## config.mk

```make
export PLATFORM = sky130hd
export DESIGN_NAME = fetch_unit
export DESIGN_NICKNAME = d
export VERILOG_FILES = /design/src/rtl/mips_pkg.sv /design/src/rtl/if_id_reg.sv /design/src/rtl/fetch_unit.sv
export SDC_FILE = /design/constraint.sdc
export NUM_CORES = 1
export LEC_CHECK = 0
export CAP_MARGIN = 20
export CORE_AREA = 2 2 91 71
export CTS_CLUSTER_DIAMETER = 100
export DETAILED_ROUTE_END_ITERATION = 10
export DIE_AREA = 0 0 93 73
export GPL_ROUTABILITY_DRIVEN = 0
export GPL_TIMING_DRIVEN = 1
export PLACE_DENSITY = 0.83
export SLEW_MARGIN = 5
export SYNTH_ARGS = -nofsm -noshare
export SYNTH_HDL_FRONTEND = slang
export SYNTH_SLANG_ARGS = --single-unit
export TNS_END_PERCENT = 1
```

## constraint.sdc

```tcl
create_clock -name clk -period 3.7 [get_ports clk]
set_input_delay 0.74 -clock clk [delete_from_list [all_inputs] [get_ports clk]]
set_output_delay 0.74 -clock clk [all_outputs]
set_load 0.01 [all_outputs]
```

## src/rtl/mips_pkg.sv

```systemverilog
// Shared MIPS core definitions: datapath widths, special encodings and the fetch FSM state type.
package mips_pkg;

  localparam int unsigned ADDR_WIDTH = 10;
  localparam int unsigned DATA_WIDTH = 32;

  localparam logic [31:0] NOP_INSTR  = 32'h0000_0000;
  localparam logic [31:0] HALT_INSTR = 32'hFFFF_FFFF;

  typedef enum logic {
    FETCH  = 1'b0,
    HALTED = 1'b1
  } fetch_state_t;

endpackage

```

## src/rtl/if_id_reg.sv

```systemverilog
// IF/ID pipeline register.
// bubble takes precedence over load and writes a NOP with valid cleared.
module if_id_reg
  import mips_pkg::*;
#(
  parameter int unsigned ADDR_WIDTH = mips_pkg::ADDR_WIDTH,
  parameter int unsigned DATA_WIDTH = mips_pkg::DATA_WIDTH
) (
  input  logic                  clk,
  input  logic                  reset_b,
  input  logic                  load,
  input  logic                  bubble,
  input  logic [DATA_WIDTH-1:0] instr,
  input  logic [ADDR_WIDTH-1:0] pc_plus1,
  output logic [DATA_WIDTH-1:0] if_id_instr,
  output logic [ADDR_WIDTH-1:0] if_id_pc_plus1,
  output logic                  if_id_valid
);

  always_ff @(posedge clk or negedge reset_b) begin
    if (!reset_b) begin
      if_id_instr    <= DATA_WIDTH'(NOP_INSTR);
      if_id_pc_plus1 <= '0;
      if_id_valid    <= 1'b0;
    end else if (bubble) begin
      if_id_instr    <= DATA_WIDTH'(NOP_INSTR);
      if_id_pc_plus1 <= '0;
      if_id_valid    <= 1'b0;
    end else if (load) begin
      if_id_instr    <= instr;
      if_id_pc_plus1 <= pc_plus1;
      if_id_valid    <= 1'b1;
    end
  end

endmodule

```

## src/rtl/fetch_unit.sv

```systemverilog
// Instruction-fetch stage.
// Holds the PC, drives the instruction memory and fills IF/ID; handles stall, redirect and halt.
module fetch_unit
  import mips_pkg::*;
#(
  parameter int unsigned           ADDR_WIDTH = mips_pkg::ADDR_WIDTH,
  parameter int unsigned           DATA_WIDTH = mips_pkg::DATA_WIDTH,
  parameter logic [ADDR_WIDTH-1:0] RESET_PC   = '0,
  parameter logic [DATA_WIDTH-1:0] HALT_INSTR = DATA_WIDTH'(mips_pkg::HALT_INSTR)
) (
  input  logic                  clk,
  input  logic                  reset_b,
  input  logic                  stall,
  input  logic                  branch_taken,
  input  logic [ADDR_WIDTH-1:0] branch_target,
  input  logic                  jump_en,
  input  logic [25:0]           jump_target,
  output logic [ADDR_WIDTH-1:0] imem_addr,
  input  logic [DATA_WIDTH-1:0] imem_data,
  output logic [DATA_WIDTH-1:0] if_id_instr,
  output logic [ADDR_WIDTH-1:0] if_id_pc_plus1,
  output logic                  if_id_valid,
  output logic                  halted
);

  fetch_state_t          state, state_next;
  logic [ADDR_WIDTH-1:0] pc, pc_next, pc_plus1, redirect_target;
  logic                  redirect, load, bubble;
  logic                  unused_jump_bits;

  // J-type field is wider than the word address; only the low bits index memory.
  assign unused_jump_bits = ^jump_target[25:ADDR_WIDTH];

  assign pc_plus1        = pc + ADDR_WIDTH'(1);
  assign redirect        = branch_taken | jump_en;
  assign redirect_target = branch_taken ? branch_target : jump_target[ADDR_WIDTH-1:0];

  // State register
  always_ff @(posedge clk or negedge reset_b) begin
    if (!reset_b) state <= FETCH;
    else          state <= state_next;
  end

  // Next state, next PC and IF/ID control; the older branch wins over a jump.
  always_comb begin
    state_next = state;
    pc_next    = pc;
    load       = 1'b0;
    bubble     = 1'b0;
    if (redirect) begin
      pc_next    = redirect_target;
      bubble     = 1'b1;
      state_next = FETCH;
    end else if (!stall) begin
      unique case (state)
        FETCH: begin
          load = 1'b1;
          if (imem_data == HALT_INSTR) state_next = HALTED;
          else                         pc_next    = pc_plus1;
        end
        HALTED: bubble = 1'b1;
        default: state_next = FETCH;
      endcase
    end
  end

  always_ff @(posedge clk or negedge reset_b) begin
    if (!reset_b) pc <= RESET_PC;
    else          pc <= pc_next;
  end

  assign imem_addr = pc;
  assign halted    = (state == HALTED);

  if_id_reg #(
    .ADDR_WIDTH (ADDR_WIDTH),
    .DATA_WIDTH (DATA_WIDTH)
  ) u_if_id_reg (
    .clk            (clk),
    .reset_b        (reset_b),
    .load           (load),
    .bubble         (bubble),
    .instr          (imem_data),
    .pc_plus1       (pc_plus1),
    .if_id_instr    (if_id_instr),
    .if_id_pc_plus1 (if_id_pc_plus1),
    .if_id_valid    (if_id_valid)
  );

endmodule

```

==> run_results.csv, run 1 <==
group,metric,value,unit
placed_design,placed_area,0.00359,sq mm
clock_network,cts_resized,0,
sta,slew_viol_final,0,
pwr,powerDensity,329,mW/mm^2
floorplan,coreArea,0.00601,sq mm
clock_network,cts_tree,"done",
critical_path,reg2reg_depth,6,
synthesis,syn_nets,279,
finish,drive_gt1_frac,0.0603,
sta,slew_headroom,0.574,
pwr,comb_power_share,0.209,
clock_network,htreeDepth,2,
finish,regArea,0.00135,sq mm
drt,firstDrtPassIters,4,
finish,syn2layout_area_growth,53.1,%
clock_network,cts_sinks,54,
pwr,clockPowerShare,0.249,
floorplan,die-area,0.00679,sq mm
flow_run,max_cap_violations,0,
global_routing,grt_first_pass_wirelength,10300,microns
sta,rsz0062_at_grt,"no",
sta,hold-worst-slack,0.458,ns
floorplan,die_w,93,microns
synthesis,ys_seq_elements,54,
pwr,p_sw_frac,0.256,
drt,final_antenna_net_count,0,
global_routing,antenna_found_initial,0,
pwr,p_leak,1.58,nW
floorplan,num_rows,25,
critical_path,critPathKind,"in2reg",
drt,drt-total-wl,6390,microns
synthesis,synthDistinctLibCells,35,
synthesis,syn_inst,205,
run_status,status,"completed",
pwr,ir_drop,0.169,mV
synthesis,synth_flop_cell,"dfrtp_1",
finish,final_nets,389,
sta,fmax,377,MHz
floorplan,die_h,73,microns
critical_path,cp-endpoint,"imem_addr[1]$_DFFE_PN0P_",
drt,dr.first_iter.drc_count,80,
clock_network,holdBufCountCts,0,
drt,viasPerCell,5.27,
critical_path,r2r-end,"imem_addr[4]$_DFFE_PN0P_",
drt,wl_per_cell,16.1,microns
critical_path,end_kind,"flip-flop",
clock_network,cts_setup_buffers,0,
global_routing,grt-ovfl-total,0,
clock_network,cts_buffer_depth,2,
hold_path,hp-class,"in2async",
placed_design,hpwl,4920,microns
clock_network,cts_buffers,5,
sta,finalCriticalPeriod,2.65,ns
finish,multi_input_comb_area,970,sq um
sta,worst_pin_slew,0.639,ns
placed_design,io_buffers,110,
critical_path,r2r-start,"imem_addr[0]$_DFFE_PN0P_",
pwr,p_int,0.000896,W
synthesis,syn_area,0.00239,sq mm
synthesis,postSynthAreaPerCell,11.7,sq um
critical_path,start_kind,"primary input",
critical_path,cp_data_arrival_time,2.83,ns
synthesis,async_flop_share,1.00,
sta,setup_viol,0,
global_routing,grt_max_degree,35,
pwr,p_seq_frac,0.542,
finish,utilization,0.610,
critical_path,crit_fanout,8,
finish,fillers,523,
clock_network,clkSlewWorstSetupHoldPaths,0.09,ns
global_routing,grtUsageTotal,0.195,
critical_path,r2r_slack,1.87,ns
sta,fin_skew,0.00593,ns
drt,vias,2087,
global_routing,grt_pass1_vias,2062,
floorplan,ios,127,
clock_network,clock-root-buffer,"clkbuf_8",
pwr,switching_power,0.000309,W
floorplan,initial_core_util,0.398,
synthesis,seq_area_frac_synth,0.565,
synthesis,synth_edf_count,0,
critical_path,required,3.87,ns
sta,finalCritPeriodShare,0.717,
sta,tns,0,ns
critical_path,startpoint,"imem_data[6]",
finish,antenna_cells,0,
sta,hold_viol,0,
drt,post-route-drc-count,0,
synthesis,yosysWarningCount,0,
finish,final_area,0.00366,sq mm
clock_network,clkLatencyLatePin,0.29,ns
[cell usage in the layout (no fill, tap or decap), types with 5 or more instances in the layout]
cell type / instances
a22o_1: 34
o21ai_0: 14
nand4_1: 9
nand2_1: 18
inv_1: 8
dfrtp_1: 54
clkbuf_8: 5
buf_4: 5
xor2_1: 6
mux2_1: 5
clkdlybuf4s50_1: 109
a21oi_1: 7
[flip-flops by register name (all words and copies together), names as in the netlist]
register                    count
u_if_id_reg.if_id_instr        32
u_if_id_reg.if_id_valid         1
u_if_id_reg.if_id_pc_plus1     10
halted                          1
imem_addr                      10
[through the flow]
| stage | total power [W] | worst slack [ns] | cells |
|---|---|---|---|
| 3_5_place_dp | 0.000918 | 0.724 | 389 |
| 5_1_grt | 0.00127 | 0.924 | 396 |
| 6_report | 0.00120 | 1.05 | 396 |
| 3_3_place_gp | 0.000911 | 0.792 | 389 |
| 4_1_cts | 0.00122 | 1.04 | 396 |
| 2_1_floorplan | 0.000751 | 1.54 | 205 |
[cells in the mapped netlist, types with 2 or more instances]
cell,count,share of area
dfrtp_1,54,0.56
a22o_1,34,0.12
nand2_1,18,0.028
o21ai_0,14,0.029
clkbuf_1,10,0.016
nand4_1,9,0.024
inv_1,8,0.013
a21oi_1,7,0.015
xor2_1,6,0.022
mux2_1,5,0.024
nand3_1,4,0.0084
o22ai_1,4,0.010
xnor2_1,4,0.015
a22oi_1,2,0.0063
mux2_2,2,0.0094
mux2i_1,2,0.0084
nand3b_1,2,0.0063
nor2_1,2,0.0031
nor4_4,2,0.018
[logic make-up after synthesis]
group,count (synthesis),share of synthesized area
AND/OR/NAND/NOR,45,0.116
flip-flops,54,0.565
AO/OA/AOI/OAI,66,0.204
XOR/XNOR,10,0.0366
multiplexers,9,0.0413
adder cells (fa/ha/maj),1,0.00523
buffers and inverters,20,0.0319
[power by group through the flow]
stage	registers, W	clock network (W)	logic (W)
floorplan	0.000672	0	0.0000791
finish	0.000653	0.000300	0.000251
detailed placement	0.000664	0	0.000254
CTS	0.000653	0.000310	0.000254
global route	0.000658	0.000337	0.000273
global placement	0.000663	0	0.000248
[metal layers]
metal | wire [microns] | global-route usage
met1 | 2800 | 0.272
met2 | 3190 | 0.321
met3 | 327 | 0.0331
met4 | 67 | 0.0490
met5 | 0 | 0
[worst min-delay path by stage]
stage	end	start	cells past startpoint
finish	u_if_id_reg.if_id_instr[17]$_DFFE_PN0P_	reset_b	1
global route	u_if_id_reg.if_id_instr[22]$_DFFE_PN0P_	reset_b	1
CTS	u_if_id_reg.if_id_instr[20]$_DFFE_PN0P_	reset_b	1
detailed placement	u_if_id_reg.if_id_valid$_DFFE_PN0P_	u_if_id_reg.if_id_valid$_DFFE_PN0P_	2
global placement	u_if_id_reg.if_id_valid$_DFFE_PN0P_	u_if_id_reg.if_id_valid$_DFFE_PN0P_	2
floorplan	halted$_DFFE_PN0P_	reset_b	0
[cell type report]
type	count	area share
Timing Repair Buffer	115	0.310
Clock buffer	7	0.0208
Tap cell	81	0.0277
Sequential cell	54	0.369
Multi-Input combinational cell	131	0.265
Inverter	8	0.00820
[critical path, stage by stage]
cell and delay (ns):
clkdlybuf4s50_1 0.50, nand4_1 0.19, nor4_4 0.40, a21oi_1 0.23, nor3_4 0.38, mux2_1 0.38
Note: power is estimated with default switching activity, not from simulation.
==> run 2, diff against run 1 <==
--- a/config.mk
+++ b/config.mk
@@ -6,13 +6,13 @@
 export NUM_CORES = 1
 export LEC_CHECK = 0
 export CAP_MARGIN = 20
-export CORE_AREA = 2 2 91 71
+export CORE_AREA = 2 2 99 77
 export CTS_CLUSTER_DIAMETER = 100
 export DETAILED_ROUTE_END_ITERATION = 10
-export DIE_AREA = 0 0 93 73
+export DIE_AREA = 0 0 101 79
 export GPL_ROUTABILITY_DRIVEN = 0
 export GPL_TIMING_DRIVEN = 1
-export PLACE_DENSITY = 0.83
+export PLACE_DENSITY = 0.74
 export SLEW_MARGIN = 5
 export SYNTH_ARGS = -nofsm -noshare
 export SYNTH_HDL_FRONTEND = slang
==> constraint.sdc (replaced) <==
create_clock -name clk -period 2.18 [get_ports clk]
set_input_delay 0.436 -clock clk [delete_from_list [all_inputs] [get_ports clk]]
set_output_delay 0.436 -clock clk [all_outputs]
set_load 0.01 [all_outputs]
==> run_results.csv, run 2 (synthesis gave the netlist of run 1 again) <==
group,metric,value,unit
run_status,status,"completed",
critical_path,path_buf_inv,1,
sta,setup_viol,0,
clock_network,clkSlewWorstSetupHoldPaths,0.10,ns
clock_network,cts_buffers,5,
sta,hold_viol,0,
finish,instances_no_fill,420,
critical_path,startpoint,"imem_data[20]",
clock_network,holdBufCountCts,0,
critical_path,cp_data_arrival_time,2.27,ns
clock_network,cts_tree,"done",
floorplan,die-area,0.00798,sq mm
critical_path,cp_cell_sequence,"clkdlybuf4s50_1, nand4_1, nor4_4, a21oi_2, nor3_4, mux2_1",
drt,post-route-drc-count,0,
critical_path,critPathKind,"in2reg",
finish,final_nets,407,
drt,firstDrtPassIters,4,
placed_design,io_buffers,110,
hold_path,hp-class,"in2async",
drt,dr.first_iter.drc_count,95,
finish,utilization,0.544,
sta,slew_viol_final,0,
sta,fmax,479,MHz
critical_path,r2r-start,"imem_addr[1]$_DFFE_PN0P_",
sta,hold-worst-slack,0.0736,ns
global_routing,grtUsageTotal,0.178,
drt,vias,2108,
clock_network,clkLatencyLatePin,0.29,ns
finish,layout_commonest_cell,"clkdlybuf4s50_1",
sta,slew_headroom,0.694,
finish,antenna_cells,0,
placed_design,hpwl,5220,microns
drt,wl_per_cell,16.4,microns
pwr,p_leak,1.68,nW
clock_network,cts_buffer_depth,2,
finish,largest_register_ffs,32,
floorplan,die_w,101,microns
finish,drive_gt1_frac,0.120,
sta,finalCriticalPeriod,2.09,ns
finish,top_register,"u_if_id_reg.if_id_instr",
floorplan,coreArea,0.00709,sq mm
critical_path,crit_path_top_delay_cell,"clkdlybuf4s50_1",
clock_network,cts_sinks,54,
clock_network,htreeDepth,2,
global_routing,grt_first_pass_wirelength,11200,microns
floorplan,die_h,79,microns
clock_network,clock-root-buffer,"clkbuf_8",
global_routing,grt_max_degree,35,
sta,fin_skew,0.00424,ns
floorplan,ios,127,
critical_path,end_kind,"flip-flop",
placed_design,place_inst,412,
critical_path,max_stage_delay,0.49,ns
pwr,ir_drop,0.260,mV
sta,worst_pin_slew,0.458,ns
pwr,powerDensity,583,mW/mm^2
drt,final_antenna_net_count,0,
drt,drt-total-wl,6870,microns
global_routing,antenna_found_initial,0,
global_routing,grt-ovfl-total,0,
critical_path,critPathTopFamily,"simple AND/OR/NAND/NOR gates",
finish,layout_common_cells,"clkdlybuf4s50_1 (109), dfrtp_1 (54), a22o_1 (34)",
floorplan,num_rows,27,
sta,finalCritPeriodShare,0.957,
critical_path,start_kind,"primary input",
global_routing,grt_pass1_vias,2153,
critical_path,crit_fanout,6,
finish,syn2layout_area_growth,61.2,%
floorplan,initial_core_util,0.337,
drt,viasPerCell,5.02,
critical_path,required,2.36,ns
flow_run,max_cap_violations,0,
sta,tns,0,ns
## run 2: changes by cell type in the layout (fill, tap and decap cells not counted)
cell,previous run,this run
a21oi_2,0,1
buf_12,0,1
clkbuf_8,5,6
buf_4,5,22
bufinv_16,0,1
a21oi_1,7,6
clkbuf_1,2,0
## run 2: path summary, 6_finish.rpt
check                                                            end  slack, ns  cells after the start
setup / recovery                            imem_addr[5]$_DFFE_PN0P_       0.09                      6
hold / removal                u_if_id_reg.if_id_instr[5]$_DFFE_PN0P_       0.07                      1
setup reg to reg                            imem_addr[4]$_DFFE_PN0P_       0.38                      6
hold reg to reg            u_if_id_reg.if_id_pc_plus1[7]$_DFFE_PN0P_       0.48                      2
max in group asynchronous  u_if_id_reg.if_id_pc_plus1[0]$_DFFE_PN0P_       1.47                      2
min in group clk           u_if_id_reg.if_id_pc_plus1[7]$_DFFE_PN0P_       0.48                      2
## run 2: final cells by class
type | count | area, sq um
clock inverter | 1 | 30.0
multi-input combinational | 131 | 973
timing repair buffer | 133 | 1280
clock buffer | 6 | 82.6
fill | 639 | 3240
tap | 87 | 109
sequential | 54 | 1350
inverter | 8 | 30.0
## run 2: through the flow
stage / setup WS, ns / area [sq um] / power (W)
3_3_place_gp: -0.212 / 3730 / 0.00158
3_5_place_dp: -0.293 / 3730 / 0.00158
6_report: 0.0939 / 3860 / 0.00225
2_1_floorplan: 0.325 / 2390 / 0.00127
4_1_cts: 0.0363 / 3850 / 0.00227
5_1_grt: -0.00105 / 3860 / 0.00236
## run 2: report_power, final
group          total (W)  internal (W)  switching (W)
Sequential       0.00110       0.00105      0.0000522
Combinational   0.000461      0.000268       0.000193
Clock           0.000684      0.000368       0.000316
Total            0.00225       0.00169       0.000561
## run 2: metal layers
metal,part of all wire,global-route usage,vias to the layer above
li1,-,-,1018
met2,0.48,0.278,63
met1,0.47,0.254,1023
met3,0.043,0.0396,4
met4,0.0076,0.0365,0
met5,0,0,-
## run 2: what timing repair did
item                                    in CTS  in global routing
endpoints found under the setup margin       0                  6
gates resized for setup                      0                  1
endpoints found under the hold margin        0                  0
buffers inserted                             0                  1
